## src/rtl/mux_arb_pkg.sv

```systemverilog
// Shared definitions for the registered arbitrating multiplexer.
//   MODE_FIXED / MODE_RR : values of the mode input
//   rr_next()            : round-robin pointer successor with wrap at nch-1
package mux_arb_pkg;

    localparam logic MODE_FIXED = 1'b0;
    localparam logic MODE_RR    = 1'b1;

    // Pointer moves to the channel after the winner, wrapping to 0.
    function automatic int unsigned rr_next(input int unsigned idx, input int unsigned nch);
        return (idx == nch - 1) ? 0 : idx + 1;
    endfunction

endpackage

```

## src/rtl/mux_arb_reg_if.sv

```systemverilog
// Handshake bus between NCH producers, the mux, and one consumer.
//   in_valid / in_ready / in_data : producer side, channel i at bit i / [i*WIDTH +: WIDTH]
//   out_valid / out_ready         : consumer handshake
//   out_data / out_ch             : selected payload and its source channel
// The slave modport is the mux; the master modport is whoever drives producers and consumer.
interface mux_arb_reg_if #(
    parameter  int unsigned NCH   = 4,
    parameter  int unsigned WIDTH = 32,
    localparam int unsigned SELW  = $clog2(NCH)
);

    logic [NCH-1:0]       in_valid;
    logic [NCH-1:0]       in_ready;
    logic [NCH*WIDTH-1:0] in_data;
    logic                 out_valid;
    logic                 out_ready;
    logic [WIDTH-1:0]     out_data;
    logic [SELW-1:0]      out_ch;

    modport slave (
        input  in_valid,
        input  in_data,
        input  out_ready,
        output in_ready,
        output out_valid,
        output out_data,
        output out_ch
    );

    modport master (
        output in_valid,
        output in_data,
        output out_ready,
        input  in_ready,
        input  out_valid,
        input  out_data,
        input  out_ch
    );

endinterface

```

## src/rtl/rr_arbiter.sv

```systemverilog
// Combinational grant logic: fixed select or round-robin scan starting at ptr.
//   req_i        : per-channel requests
//   ptr_i        : highest-priority channel in RR mode
//   mode_i       : MODE_FIXED uses sel_i, MODE_RR scans from ptr_i
//   sel_i        : channel index in FIXED mode (>= NCH grants nothing)
//   gnt_onehot_o : one-hot grant, all zero when nothing is granted
//   gnt_idx_o    : granted channel index (0 when no grant)
//   gnt_vld_o    : a grant exists this cycle
module rr_arbiter
    import mux_arb_pkg::*;
#(
    parameter  int unsigned NCH  = 4,
    localparam int unsigned SELW = $clog2(NCH)
) (
    input  logic [NCH-1:0]  req_i,
    input  logic [SELW-1:0] ptr_i,
    input  logic            mode_i,
    input  logic [SELW-1:0] sel_i,
    output logic [NCH-1:0]  gnt_onehot_o,
    output logic [SELW-1:0] gnt_idx_o,
    output logic            gnt_vld_o
);

    // Request/grant vectors padded to the full select range so an
    // out-of-range sel simply reads a zero request.
    localparam int unsigned NPAD = 1 << SELW;

    logic [NPAD-1:0] req_pad;
    logic [NPAD-1:0] oh_pad;
    logic [SELW-1:0] cand;

    always_comb begin
        req_pad      = '0;
        oh_pad       = '0;
        cand         = '0;
        gnt_idx_o    = '0;
        gnt_vld_o    = 1'b0;
        req_pad[NCH-1:0] = req_i;

        if (mode_i == MODE_FIXED) begin
            if (req_pad[sel_i]) begin
                gnt_vld_o = 1'b1;
                gnt_idx_o = sel_i;
            end
        end else begin
            // First requester at or after ptr, modulo NCH.
            for (int unsigned k = 0; k < NCH; k++) begin
                cand = SELW'((32'(ptr_i) + k) % NCH);
                if (!gnt_vld_o && req_pad[cand]) begin
                    gnt_vld_o = 1'b1;
                    gnt_idx_o = cand;
                end
            end
        end

        oh_pad[gnt_idx_o] = gnt_vld_o;
        gnt_onehot_o      = oh_pad[NCH-1:0];
    end

endmodule

```

## src/rtl/mux_arb_reg.sv

```systemverilog
// N-channel registered multiplexer with valid/ready handshake and
// fixed-select or round-robin channel choice.
//   clk, rst_n : clock, asynchronous active-low reset
//   mode       : MODE_FIXED (use sel) or MODE_RR (round-robin)
//   sel        : channel index in FIXED mode
//   bus        : producer/consumer handshake bus (slave side)
module mux_arb_reg
    import mux_arb_pkg::*;
#(
    parameter  int unsigned NCH   = 4,
    parameter  int unsigned WIDTH = 32,
    localparam int unsigned SELW  = $clog2(NCH)
) (
    input  logic            clk,
    input  logic            rst_n,
    input  logic            mode,
    input  logic [SELW-1:0] sel,
    mux_arb_reg_if.slave    bus
);

    logic             out_valid_q, out_valid_d;
    logic [WIDTH-1:0] out_data_q,  out_data_d;
    logic [SELW-1:0]  out_ch_q,    out_ch_d;
    logic [SELW-1:0]  ptr_q,       ptr_d;

    logic [NCH-1:0]   gnt_onehot;
    logic [SELW-1:0]  gnt_idx;
    logic             gnt_vld;
    logic             can_load;
    logic             xfer;
    logic [WIDTH-1:0] gnt_data;

    rr_arbiter #(
        .NCH (NCH)
    ) u_arb (
        .req_i        (bus.in_valid),
        .ptr_i        (ptr_q),
        .mode_i       (mode),
        .sel_i        (sel),
        .gnt_onehot_o (gnt_onehot),
        .gnt_idx_o    (gnt_idx),
        .gnt_vld_o    (gnt_vld)
    );

    // Output register is free when empty or being drained this cycle.
    assign can_load = !out_valid_q || bus.out_ready;
    assign xfer     = can_load && gnt_vld;
    assign gnt_data = bus.in_data[32'(gnt_idx) * WIDTH +: WIDTH];

    // Ready is held low during reset so nothing is accepted into a register being cleared.
    assign bus.in_ready = (rst_n && xfer) ? gnt_onehot : '0;

    // Next-state for output register and RR pointer.
    always_comb begin
        out_valid_d = out_valid_q;
        out_data_d  = out_data_q;
        out_ch_d    = out_ch_q;
        ptr_d       = ptr_q;

        if (can_load) begin
            out_valid_d = xfer;
            if (xfer) begin
                out_data_d = gnt_data;
                out_ch_d   = gnt_idx;
            end
        end

        if (xfer && (mode == MODE_RR)) begin
            ptr_d = SELW'(rr_next(32'(gnt_idx), NCH));
        end
    end

    always_ff @(posedge clk or negedge rst_n) begin
        if (!rst_n) begin
            out_valid_q <= 1'b0;
            out_data_q  <= '0;
            out_ch_q    <= '0;
            ptr_q       <= '0;
        end else begin
            out_valid_q <= out_valid_d;
            out_data_q  <= out_data_d;
            out_ch_q    <= out_ch_d;
            ptr_q       <= ptr_d;
        end
    end

    assign bus.out_valid = out_valid_q;
    assign bus.out_data  = out_data_q;
    assign bus.out_ch    = out_ch_q;

endmodule
```

## src/flat_wrapper.sv

```systemverilog
// flat-port wrapper written by rule: the top's interface ports become plain ports
module mux_arb_reg_flat import mux_arb_pkg::*;
#(
    parameter  int unsigned NCH   = 4,
    parameter  int unsigned WIDTH = 32,
    localparam int unsigned SELW  = $clog2(NCH)
)
  (clk, rst_n, mode, sel, bus_in_valid, bus_in_data, bus_out_ready, bus_in_ready, bus_out_valid, bus_out_data, bus_out_ch);
  mux_arb_reg_if #(.NCH(NCH), .WIDTH(WIDTH)) bus_i ();
  input  logic clk;
  input  logic rst_n;
  input  logic mode;
  input  logic [SELW-1:0] sel;
  input wire logic [$bits(bus_i.in_valid)-1:0] bus_in_valid;
  input wire logic [$bits(bus_i.in_data)-1:0] bus_in_data;
  input wire logic [$bits(bus_i.out_ready)-1:0] bus_out_ready;
  output wire logic [$bits(bus_i.in_ready)-1:0] bus_in_ready;
  output wire logic [$bits(bus_i.out_valid)-1:0] bus_out_valid;
  output wire logic [$bits(bus_i.out_data)-1:0] bus_out_data;
  output wire logic [$bits(bus_i.out_ch)-1:0] bus_out_ch;
  assign bus_i.in_valid = bus_in_valid;
  assign bus_i.in_data = bus_in_data;
  assign bus_i.out_ready = bus_out_ready;
  assign bus_in_ready = bus_i.in_ready;
  assign bus_out_valid = bus_i.out_valid;
  assign bus_out_data = bus_i.out_data;
  assign bus_out_ch = bus_i.out_ch;
  mux_arb_reg #(.NCH(NCH), .WIDTH(WIDTH)) u_core (.clk(clk), .rst_n(rst_n), .mode(mode), .sel(sel), .bus(bus_i));
endmodule
```

## config.mk

```make
export PLATFORM = sky130hd
export DESIGN_NAME = mux_arb_reg_flat
export DESIGN_NICKNAME = d
export VERILOG_FILES = /design/src/rtl/mux_arb_pkg.sv /design/src/rtl/mux_arb_reg_if.sv /design/src/rtl/rr_arbiter.sv /design/src/rtl/mux_arb_reg.sv /design/src/flat_wrapper.sv
export SDC_FILE = /design/constraint.sdc
export NUM_CORES = 1
export LEC_CHECK = 0
export CAP_MARGIN = 25
export CORE_UTILIZATION = 36
export CTS_CLUSTER_SIZE = 16
export DETAILED_ROUTE_END_ITERATION = 16
export PLACE_DENSITY = 0.81
export SYNTH_ARGS = -nofsm -noshare
export SYNTH_HDL_FRONTEND = slang
export SYNTH_HIERARCHICAL = 1
export SYNTH_SLANG_ARGS = --single-unit
```

## constraint.sdc

```tcl
create_clock -name clk -period 3.1 [get_ports clk]
set_clock_uncertainty 0.05 [all_clocks]
set_input_delay 0.31 -clock clk [delete_from_list [all_inputs] [get_ports clk]]
set_output_delay 0.31 -clock clk [all_outputs]
set_load 0.05 [all_outputs]
```

======== Word level (Yosys, flattened, before mapping) ========
Index checks and enable logic that the tools add are counted.
cells by class
  muxes and demuxes ....................... 29
  divide/modulo/power cells ............... 0
  order comparisons ....................... 7
  bitwise operators ....................... 1
  eq/ne operators ......................... 1
  reduce and logical (&&, ||, !) cells .... 13
  add/sub/neg operators ................... 4
  $mul .................................... 0
  shifts and indexed selects .............. 1
operators by type and width
  operator                                                           number
  variable part select 128 x 8 -> 32 bit                             1
  less-than comparator 2 x 3 -> 1 bit, second input constant         6
  2-to-1 mux 1 bit                                                   15
  2-to-1 mux 2 bit                                                   7
  binary-select mux 1 bit (select 2 bit)                             5
  logical AND 1 bit                                                  7
  adder 2 x 1 -> 2 bit, second input constant                        2
  adder 2 bit, second input constant                                 2
  AND 4 bit                                                          1
  logical NOT 1 bit                                                  4
  2-to-1 mux 4 bit                                                   1
  demux 1 bit (select 2 bit)                                         1
  equality test 2 bit, second input constant                         1
  greater-or-equal comparator 2 x 1 -> 1 bit, second input constant  1
  AND reduction 2 bit                                                1
  logical OR 1 bit                                                   1
word-level totals
  memories ................................ 0
  memory bits (writable) .................. 0
  input bits .............................. 138
  output and inout port bits .............. 39
  ROM bits ................................ 0
  word-level logic and storage cells ...... 60
  bits in latches ......................... 0
  bits in registers ....................... 37

======== Logic depth before layout (Yosys ltp) ========
Gate-level depths: netlist of the first run.
  depth in word-level cells ............... 22
  depth in mapped cells ................... 8
  gate-level depth less buffers ........... 7

======== By module ========
The synthesis of the first run kept the hierarchy.
modules (own cells, without submodules)
  module       instances  area an instance (um^2)  cells an instance
  mux_arb_reg  1          2,356.0                  127
  rr_arbiter   1          256.5                    36

======== Worst setup path after synthesis of the first run ========
Ideal clock, no wire load.
  path type ............................... input-to-output
  start point ............................. in sel[1]
  end point ............................... out bus_in_ready[0]
  slack ................................... 0.811 ns
  arrival time ............................ 1.929 ns
  data required time ...................... 2.740 ns
  cell stages on the path ................. 7
  cell sequence ........................... or2_2 o22ai_1 or2b_1 and2_1 buf_4 buf_2 and3_1
RTL lines
  item                                        line                text
  start: declaration                          flat_wrapper.sv:13  input logic [SELW-1:0] sel;
  binary-select mux 1 bit (select 2 bit) (*)  rr_arbiter.sv:41    if (req_pad[sel_i]) begin
  2-to-1 mux 1 bit (implied by the code) (*)  rr_arbiter.sv:41
  2-to-1 mux 1 bit (*)                        rr_arbiter.sv:41
  2-to-1 mux 1 bit (*)                        rr_arbiter.sv:40    if (mode_i == MODE_FIXED) begin
  net u_core.gnt_vld                          mux_arb_reg.sv:28   logic gnt_vld;
  logical AND 1 bit                           mux_arb_reg.sv:47   assign xfer = can_load && gnt_vld;
  logical AND 1 bit                           mux_arb_reg.sv:51   assign bus.in_ready = (rst_n && xfer) ? gnt_onehot : '0;
  2-to-1 mux 4 bit (*)                        mux_arb_reg.sv:51
  end: declaration                            flat_wrapper.sv:17  output wire logic [$bits(bus_i.in_ready)-1:0] bus_in_ready;
Mark *: on every way through the listed nets, which the timed path passes. The rest lies on a longest branch. The select of a mux whose other input is x is not followed.

======== Final worst setup path of the first run ========
  start point ............................. in bus_in_valid[3]
  end point ............................... out bus_in_ready[3]
on the way
  longest elaborated chain between the ends .. 22
RTL lines
  item                                                                                                                     line                text
  start: declaration                                                                                                       flat_wrapper.sv:14  input wire logic [$bits(bus_i.in_valid)-1:0] bus_in_valid;
  binary-select mux 1 bit (select 2 bit)                                                                                   rr_arbiter.sv:49    if (!gnt_vld_o && req_pad[cand]) begin
  2-to-1 mux 1 bit (implied by the code)                                                                                   rr_arbiter.sv:49
  2-to-1 mux 1 bit                                                                                                         rr_arbiter.sv:49
  2-to-1 mux 1 bit                                                                                                         rr_arbiter.sv:40
  logical NOT 1 bit                                                                                                        rr_arbiter.sv:49
  logical AND 1 bit                                                                                                        rr_arbiter.sv:49
  2-to-1 mux 1 bit                                                                                                         rr_arbiter.sv:49
  2-to-1 mux 1 bit                                                                                                         rr_arbiter.sv:40
  [... 8 more ...]                                                                                                         -
  net u_core.gnt_idx[1]                                                                                                    mux_arb_reg.sv:27   logic [SELW-1:0] gnt_idx;
  less-than comparator 2 x 3 -> 1 bit (implied by the code) or greater-or-equal comparator 2 x 1 -> 1 bit (tied branches)  rr_arbiter.sv:56    oh_pad[gnt_idx_o] = gnt_vld_o;
  logical AND 1 bit (implied by the code)                                                                                  rr_arbiter.sv:56
  2-to-1 mux 1 bit (implied by the code)                                                                                   rr_arbiter.sv:56
  demux 1 bit (select 2 bit) (*)                                                                                           rr_arbiter.sv:56
  AND 4 bit (no source line) (*)                                                                                           -
  net u_core.gnt_onehot[3]                                                                                                 mux_arb_reg.sv:26   logic [NCH-1:0] gnt_onehot;
  2-to-1 mux 4 bit (*)                                                                                                     mux_arb_reg.sv:51
Marks and branches as above.

==> summary.txt, run 1 <==
Outcome
  – Status: finished clean

Clock tree
  – CTS tree: yes
  – Reg clk slew, reported paths: 0.07 ns
  – H-tree depth: 2
  – TritonCTS buffer count: 5
  – CTS Root Cell: clkbuf_8
  – Worst skew pair latency: 0.28 ns
  – CTS Sinks: 37
  – Cts repair resizes: 0
  – Maximum root-to-sink buffer count: 2

Global route
  – Total congestion overflow: 0
  – Met2 usage: 0.379
  – Largest net degree at the start of global routing: 37
  – GRT Total Usage: 0.201
  – Initial antenna violation count: 0
  – Met3 usage: 0.0616
  – Vias in the first global route: 2326
  – First-pass GRT wire length: 11400 µm
  – M1 GR Usage: 0.214
  – Busiest grt layer: met2

Placed design
  – Port Buf Inserts: 176
  – DP Area: 4510 µm²
  – Routability cong.: 0.828
  – Post-detail-place hpwl: 6080 µm

Min path
  – HP Class: input pin to asynchronous set/reset pin

Timing
  – Final setup TNS: 0 ns
  – Minimum period implied by the final worst setup slack: 2.75 ns
  – Slew at the pin with the worst max-slew slack: 0.576 ns
  – RSZ-0062 raised after global routing: false
  – Final setup violation count: 0
  – Fmax: 364 MHz
  – Final-report hold violation count: 0
  – Slew headroom: 0.614
  – Max-slew violations: 0
  – Period utilization: 0.887

Layout
  – Commonest cells after routing, fill and taps aside: clkdlybuf4s50_1, dfrtp_1, mux4_2, mux2_4, mux2_2
  – Most common cell after layout, fill and taps aside: clkdlybuf4s50_1
  – Fill count: 515
  – Multi-input logic area: 1570 µm²
  – Area occupied by registers: 926 µm²
  – Nets: 481
  – Layout area overhead: 76.2%
  – Post-route cell area: 4600 µm²
  – Proportion of layout cells with a drive suffix above 1: 0.265
  – Ant. Diodes: 0

Die
  – CORE AREA: 6910 µm²
  – # IOs: 177
  – FP Rows: 30
  – Initial Util: 0.378
  – DIE HEIGHT: 87.2 µm
  – Die Area: 7600 µm²
  – Die width: 87.2 µm

Power
  – P_leak: 1.83 nW
  – Pwr Total: 3.35 mW
  – Peak VDD IR: 0.000368 V
  – PD cells: 728 nW/µm²

Setup path
  – Cell family with most CP delay: compound AO/OA/AOI/OAI gates
  – Crit path max fanout: 15
  – Critical Path End Type: output pin
  – Worst R2R Setup Slack: 0.70 ns
  – Largest stage delay, worst path: 0.61 ns
  – Critical path type: input pin to output pin
  – Crit-path slowest cell: clkdlybuf4s50_1
  – Required @ worst endpoint: 2.74 ns
  – Startpoint Class: input pin
  – Worst Path Arrival: 2.39 ns
  – Crit path buf inv count: 2
  – Critical-path cell list: clkdlybuf4s50_1, o21a_1, o221ai_1, o211ai_4, nor2b_1, and3_1, buf_12

Route
  – DRC viols: 0
  – Wire length per cell: 17.3 µm
  – Via density: 5.13
  – Vias: 2252
  – DRT iter0 DRCs: 88
  – Routed Antenna Nets: 0
  – Drt first pass iters: 5
  – WL final: 7580 µm

Synth
  – Post-synth cell types: 37
  – Syn Inst Count: 163
  – Ys Warns: 6
  – Synth top area share: 0.354
  – Synth top area cells: dfrtp_1, mux4_2, mux2_4, mux4_1, mux2_2
  – Register area share after synthesis: 0.354
  – Cell taking the most area after synthesis: dfrtp_1
  – Avg Synthesized Cell Area: 16.0 µm²
  – Predominant post-synthesis flop cell: dfrtp_1
  – Synthesized area: 2610 µm²
  – Synthesized Nets: 302
  – Post-synthesis register bit count: 37
  – Number of flops mapped to enable cells by yosys: 0
  – Ys async rst share: 1.00

Flow run
  – Max-Cap Viols: 0
-- cell usage after synthesis, types with 2 or more instances --
cell and number:
mux2i_1 3, or2_2 2, nor2_1 4, mux4_1 4
nand2_1 3, inv_1 2, nand3_1 2, a21oi_1 2
buf_2 5, buf_6 2, mux4_2 28, nand2b_1 6
mux2_4 28, mux2_2 8, and3_1 4, buf_12 3
dfrtp_1 37
-- worst paths after layout --
kind	start	endpoint	depth (start not counted)
worst max-delay path	bus_in_valid[3]	bus_in_ready[3]	7
worst min-delay path	rst_n	u_core/bus.out_valid	2
worst max register to register	u_core/ptr_q[1]	u_core/bus.out_data[24]	6
worst min register to register	u_core/bus.out_data[13]	u_core/bus.out_data[13]	1
max in group asynchronous	rst_n	u_core/bus.out_data[12]	3
min in group clk	u_core/bus.out_data[13]	u_core/bus.out_data[13]	1
-- timing repair --
action	in CTS	in global routing
endpoints found under the hold margin	1	0
hold buffers	1	0
buffers inserted	0	0
-- per-layer routing --
metal	up-vias	part of all wire
met5	-	0
met1	1100	0.35
met2	133	0.53
li1	1011	-
met3	8	0.11
met4	0	0.0098
-- state kept, by name, indices dropped and copies added (netlist names) --
| register | flops |
|---|---|
| u_core/ptr_q | 2 |
| u_core/bus.out_valid | 1 |
| u_core/bus.out_data | 32 |
| u_core/bus.out_ch | 2 |
-- power breakdown --
| group | internal, mW | switching [mW] | total [mW] |
|---|---|---|---|
| Combinational | 1.04 | 1.15 | 2.19 |
| Sequential | 0.692 | 0.146 | 0.838 |
| Clock | 0.156 | 0.169 | 0.325 |
-- through the flow --
| step | util | setup WS (ns) | cells | hold slack [ns] |
|---|---|---|---|---|
| 6_report | 0.666 | 0.351 | 439 | 0.360 |
| 4_1_cts | 0.666 | 0.339 | 439 | 0.361 |
| 3_3_place_gp | 0.653 | 0.300 | 430 | 0.0921 |
| 3_5_place_dp | 0.653 | 0.165 | 430 | 0.0882 |
| 2_1_floorplan | - | 0.811 | 163 | -0.0356 |
| 5_1_grt | 0.666 | 0.233 | 439 | 0.353 |
-- cells by family (layout without fill, tap and decap cells) --
| kind of cell | Yosys count | in the layout | synth area share |
|---|---|---|---|
| fa+ha+maj | 1 | 1 | 0.00479 |
| simple gates | 27 | 27 | 0.0599 |
| flops | 37 | 37 | 0.354 |
| buf+inv | 14 | 194 | 0.0484 |
| mux | 71 | 71 | 0.489 |
| compound gates | 13 | 13 | 0.0441 |
-- cell type report --
cell class / instances / area share
well taps: 96 / 0.0261
clock buffers: 6 / 0.0158
flip-flops and latches: 37 / 0.201
repair buffers: 184 / 0.412
multi-input cells: 112 / 0.341
clock inverters: 2 / 0.00217
inverters: 2 / 0.00163
No activity file was read; power rests on OpenSTA's default activity.
==> inputs of run 2 (changes only) <==
CAP_MARGIN = default   (was 25)
RECOVER_POWER = 100   (was default)
==> run 2 against run 1 <==
  * Maximum frequency down 5.4%
  * Critical endpoint is now bus_in_ready[0]
  * Routed wire length down 1.1%
  * Clock power about the same
  * Utilization down 1.8 points
==> summary.txt, run 2 (synthesized netlist as in run 1, its figures left out) <==
Die
  – FP Rows: 30 (unchanged)
  – CORE AREA: 6910 µm² (unchanged)
  – DIE HEIGHT: 87.2 µm (unchanged)
  – # IOs: 177 (unchanged)
  – Initial Util: 0.378 (unchanged)
  – Die Area: 7600 µm² (unchanged)
  – Die width: 87.2 µm (unchanged)

Placed design
  – Routability cong.: 0.828 (unchanged)
  – DP Area: 4510 µm² (unchanged)
  – Port Buf Inserts: 176 (unchanged)
  – Post-detail-place hpwl: 6080 µm (unchanged)

Layout
  – Max FFs per register: 32 (unchanged)
  – Layout area overhead: 71.3% (was 76.2%)
  – Most common cell after layout, fill and taps aside: clkdlybuf4s50_1 (unchanged)
  – Proportion of layout cells with a drive suffix above 1: 0.181 (was 0.265)
  – Post-route cell area: 4480 µm² (was 4600 µm²)
  – Nets: 481 (unchanged)
  – Ant. Diodes: 0 (unchanged)
  – Commonest cells after routing, fill and taps aside: clkdlybuf4s50_1, dlygate4sd3_1, dfrtp_1 (was clkdlybuf4s50_1, dfrtp_1, mux4_2, mux2_4, mux2_2)
  – Fill count: 561 (was 515)

Global route
  – GRT Total Usage: 0.201 (unchanged)
  – Vias in the first global route: 2326 (unchanged)
  – Largest net degree at the start of global routing: 37 (unchanged)
  – First-pass GRT wire length: 11400 µm (unchanged)
  – Initial antenna violation count: 0 (unchanged)
  – Total congestion overflow: 0 (unchanged)

Timing
  – Final setup violation count: 0 (unchanged)
  – Max-slew violations: 0 (unchanged)
  – Slew headroom: 0.401 (was 0.614)
  – Period utilization: 0.937 (was 0.887)
  – Minimum period implied by the final worst setup slack: 2.90 ns (was 2.75 ns)
  – Final setup TNS: 0 ns (unchanged)
  – Slew at the pin with the worst max-slew slack: 0.899 ns (was 0.576 ns)
  – RSZ-0062 raised after global routing: false (unchanged)
  – Final-report hold violation count: 0 (unchanged)
  – Fmax: 344 MHz (was 364 MHz)

Route
  – Vias: 2248 (was 2252)
  – DRT iter0 DRCs: 77 (was 88)
  – Wire length per cell: 17.1 µm (was 17.3 µm)
  – Via density: 5.12 (was 5.13)
  – WL final: 7490 µm (was 7580 µm)
  – Routed Antenna Nets: 0 (unchanged)
  – DRC viols: 0 (unchanged)
  – Drt first pass iters: 4 (was 5)

Outcome
  – Status: finished clean (unchanged)

Clock tree
  – Maximum root-to-sink buffer count: 2 (unchanged)
  – CTS Root Cell: clkbuf_8 (unchanged)
  – Cts repair resizes: 0 (unchanged)
  – CTS Sinks: 37 (unchanged)
  – CTS tree: yes (unchanged)
  – TritonCTS buffer count: 5 (unchanged)
  – Post-CTS setup buffers: 0 (unchanged)
  – H-tree depth: 2 (unchanged)
  – Worst skew pair latency: 0.28 ns (about the same)
  – Post-cts hold buffer count: 1 (unchanged)
  – Reg clk slew, reported paths: 0.07 ns (about the same)

Setup path
  – Critical path type: input pin to output pin (unchanged)
  – Reg2reg start: u_core/ptr_q[1] (unchanged)
  – Worst reg2reg path depth: 6 (unchanged)
  – Crit path max fanout: 8 (was 15)
  – Worst R2R Setup Slack: 0.65 ns (was 0.70 ns)
  – Worst reg2reg endpoint: u_core/bus.out_data[19] (was u_core/bus.out_data[24])
  – Startpoint Class: input pin (unchanged)
  – Worst Path Arrival: 2.54 ns (was 2.39 ns)
  – Required @ worst endpoint: 2.74 ns (about the same)
  – Critical Path End Type: output pin (unchanged)

Flow run
  – Max-Cap Viols: 0 (unchanged)

Power
  – P_leak: 1.73 nW (was 1.83 nW)
  – Peak VDD IR: 0.000348 V (was 0.000368 V)
  – PD cells: 696 nW/µm² (was 728 nW/µm²)

Min path
  – HP Class: input pin to asynchronous set/reset pin (unchanged)
## run 2: through the flow
step / hold WS (ns) / worst slack (ns) / utilization / instances / power (mW)
final: 0.395 / 0.195 / 0.648 / 439 / 3.12
after floorplan: -0.0356 / 0.811 / - / 163 / 2.29
after global placement: 0.0921 / 0.300 / 0.653 / 430 / 3.00
after detailed placement: 0.0882 / 0.165 / 0.653 / 430 / 3.04
after global routing: 0.416 / 0.118 / 0.648 / 439 / 3.28
after CTS: 0.361 / 0.339 / 0.666 / 439 / 3.38
## run 2: worst max path at each step
| stage | slack, ns | cells after the start | from | endpoint |
|---|---|---|---|---|
| floorplan | 0.81 | 7 | sel[1] | bus_in_ready[0] |
| global placement | 0.30 | 7 | bus_in_valid[3] | u_core/bus.out_data[18] |
| detailed placement | 0.16 | 8 | bus_in_valid[2] | u_core/bus.out_data[16] |
| CTS | 0.34 | 7 | bus_in_valid[3] | bus_in_ready[3] |
| global route | 0.12 | 6 | bus_in_valid[2] | bus_in_ready[0] |
| finish | 0.20 | 6 | bus_in_valid[2] | bus_in_ready[0] |
## run 2: report_power, final
part	internal [mW]	switching [mW]	leakage [nW]
Clock	0.156	0.168	0.0450
Combinational	0.840	1.14	1.25
Sequential	0.691	0.126	0.432
## run 2: worst max-delay path, cell delays in order
cell and delay [ns]:
dlygate4sd3_1 0.64, o41ai_1 0.60, or2b_1 0.31, and2_0 0.23, and3_1 0.22, clkbuf_2 0.23
## run 2: final cells by class
| class | instances | area [µm²] | share of cell area |
|---|---|---|---|
| Tap cell | 96 | 120 | 0.0268 |
| Sequential cell | 37 | 926 | 0.207 |
| Timing Repair Buffer | 184 | 1880 | 0.419 |
| Multi-Input combinational cell | 112 | 1460 | 0.327 |
| Clock inverter | 2 | 10.0 | 0.00224 |
| Inverter | 2 | 7.51 | 0.00168 |
| Clock buffer | 6 | 72.6 | 0.0162 |
## run 2: per-layer routing
metal | global-route usage | vias up | wire (µm)
met2 | 0.379 | 136 | 3930
li1 | - | 1017 | -
met3 | 0.0616 | 8 | 856
met1 | 0.214 | 1087 | 2630
met4 | 0.0581 | 0 | 74
met5 | 0 | - | 0
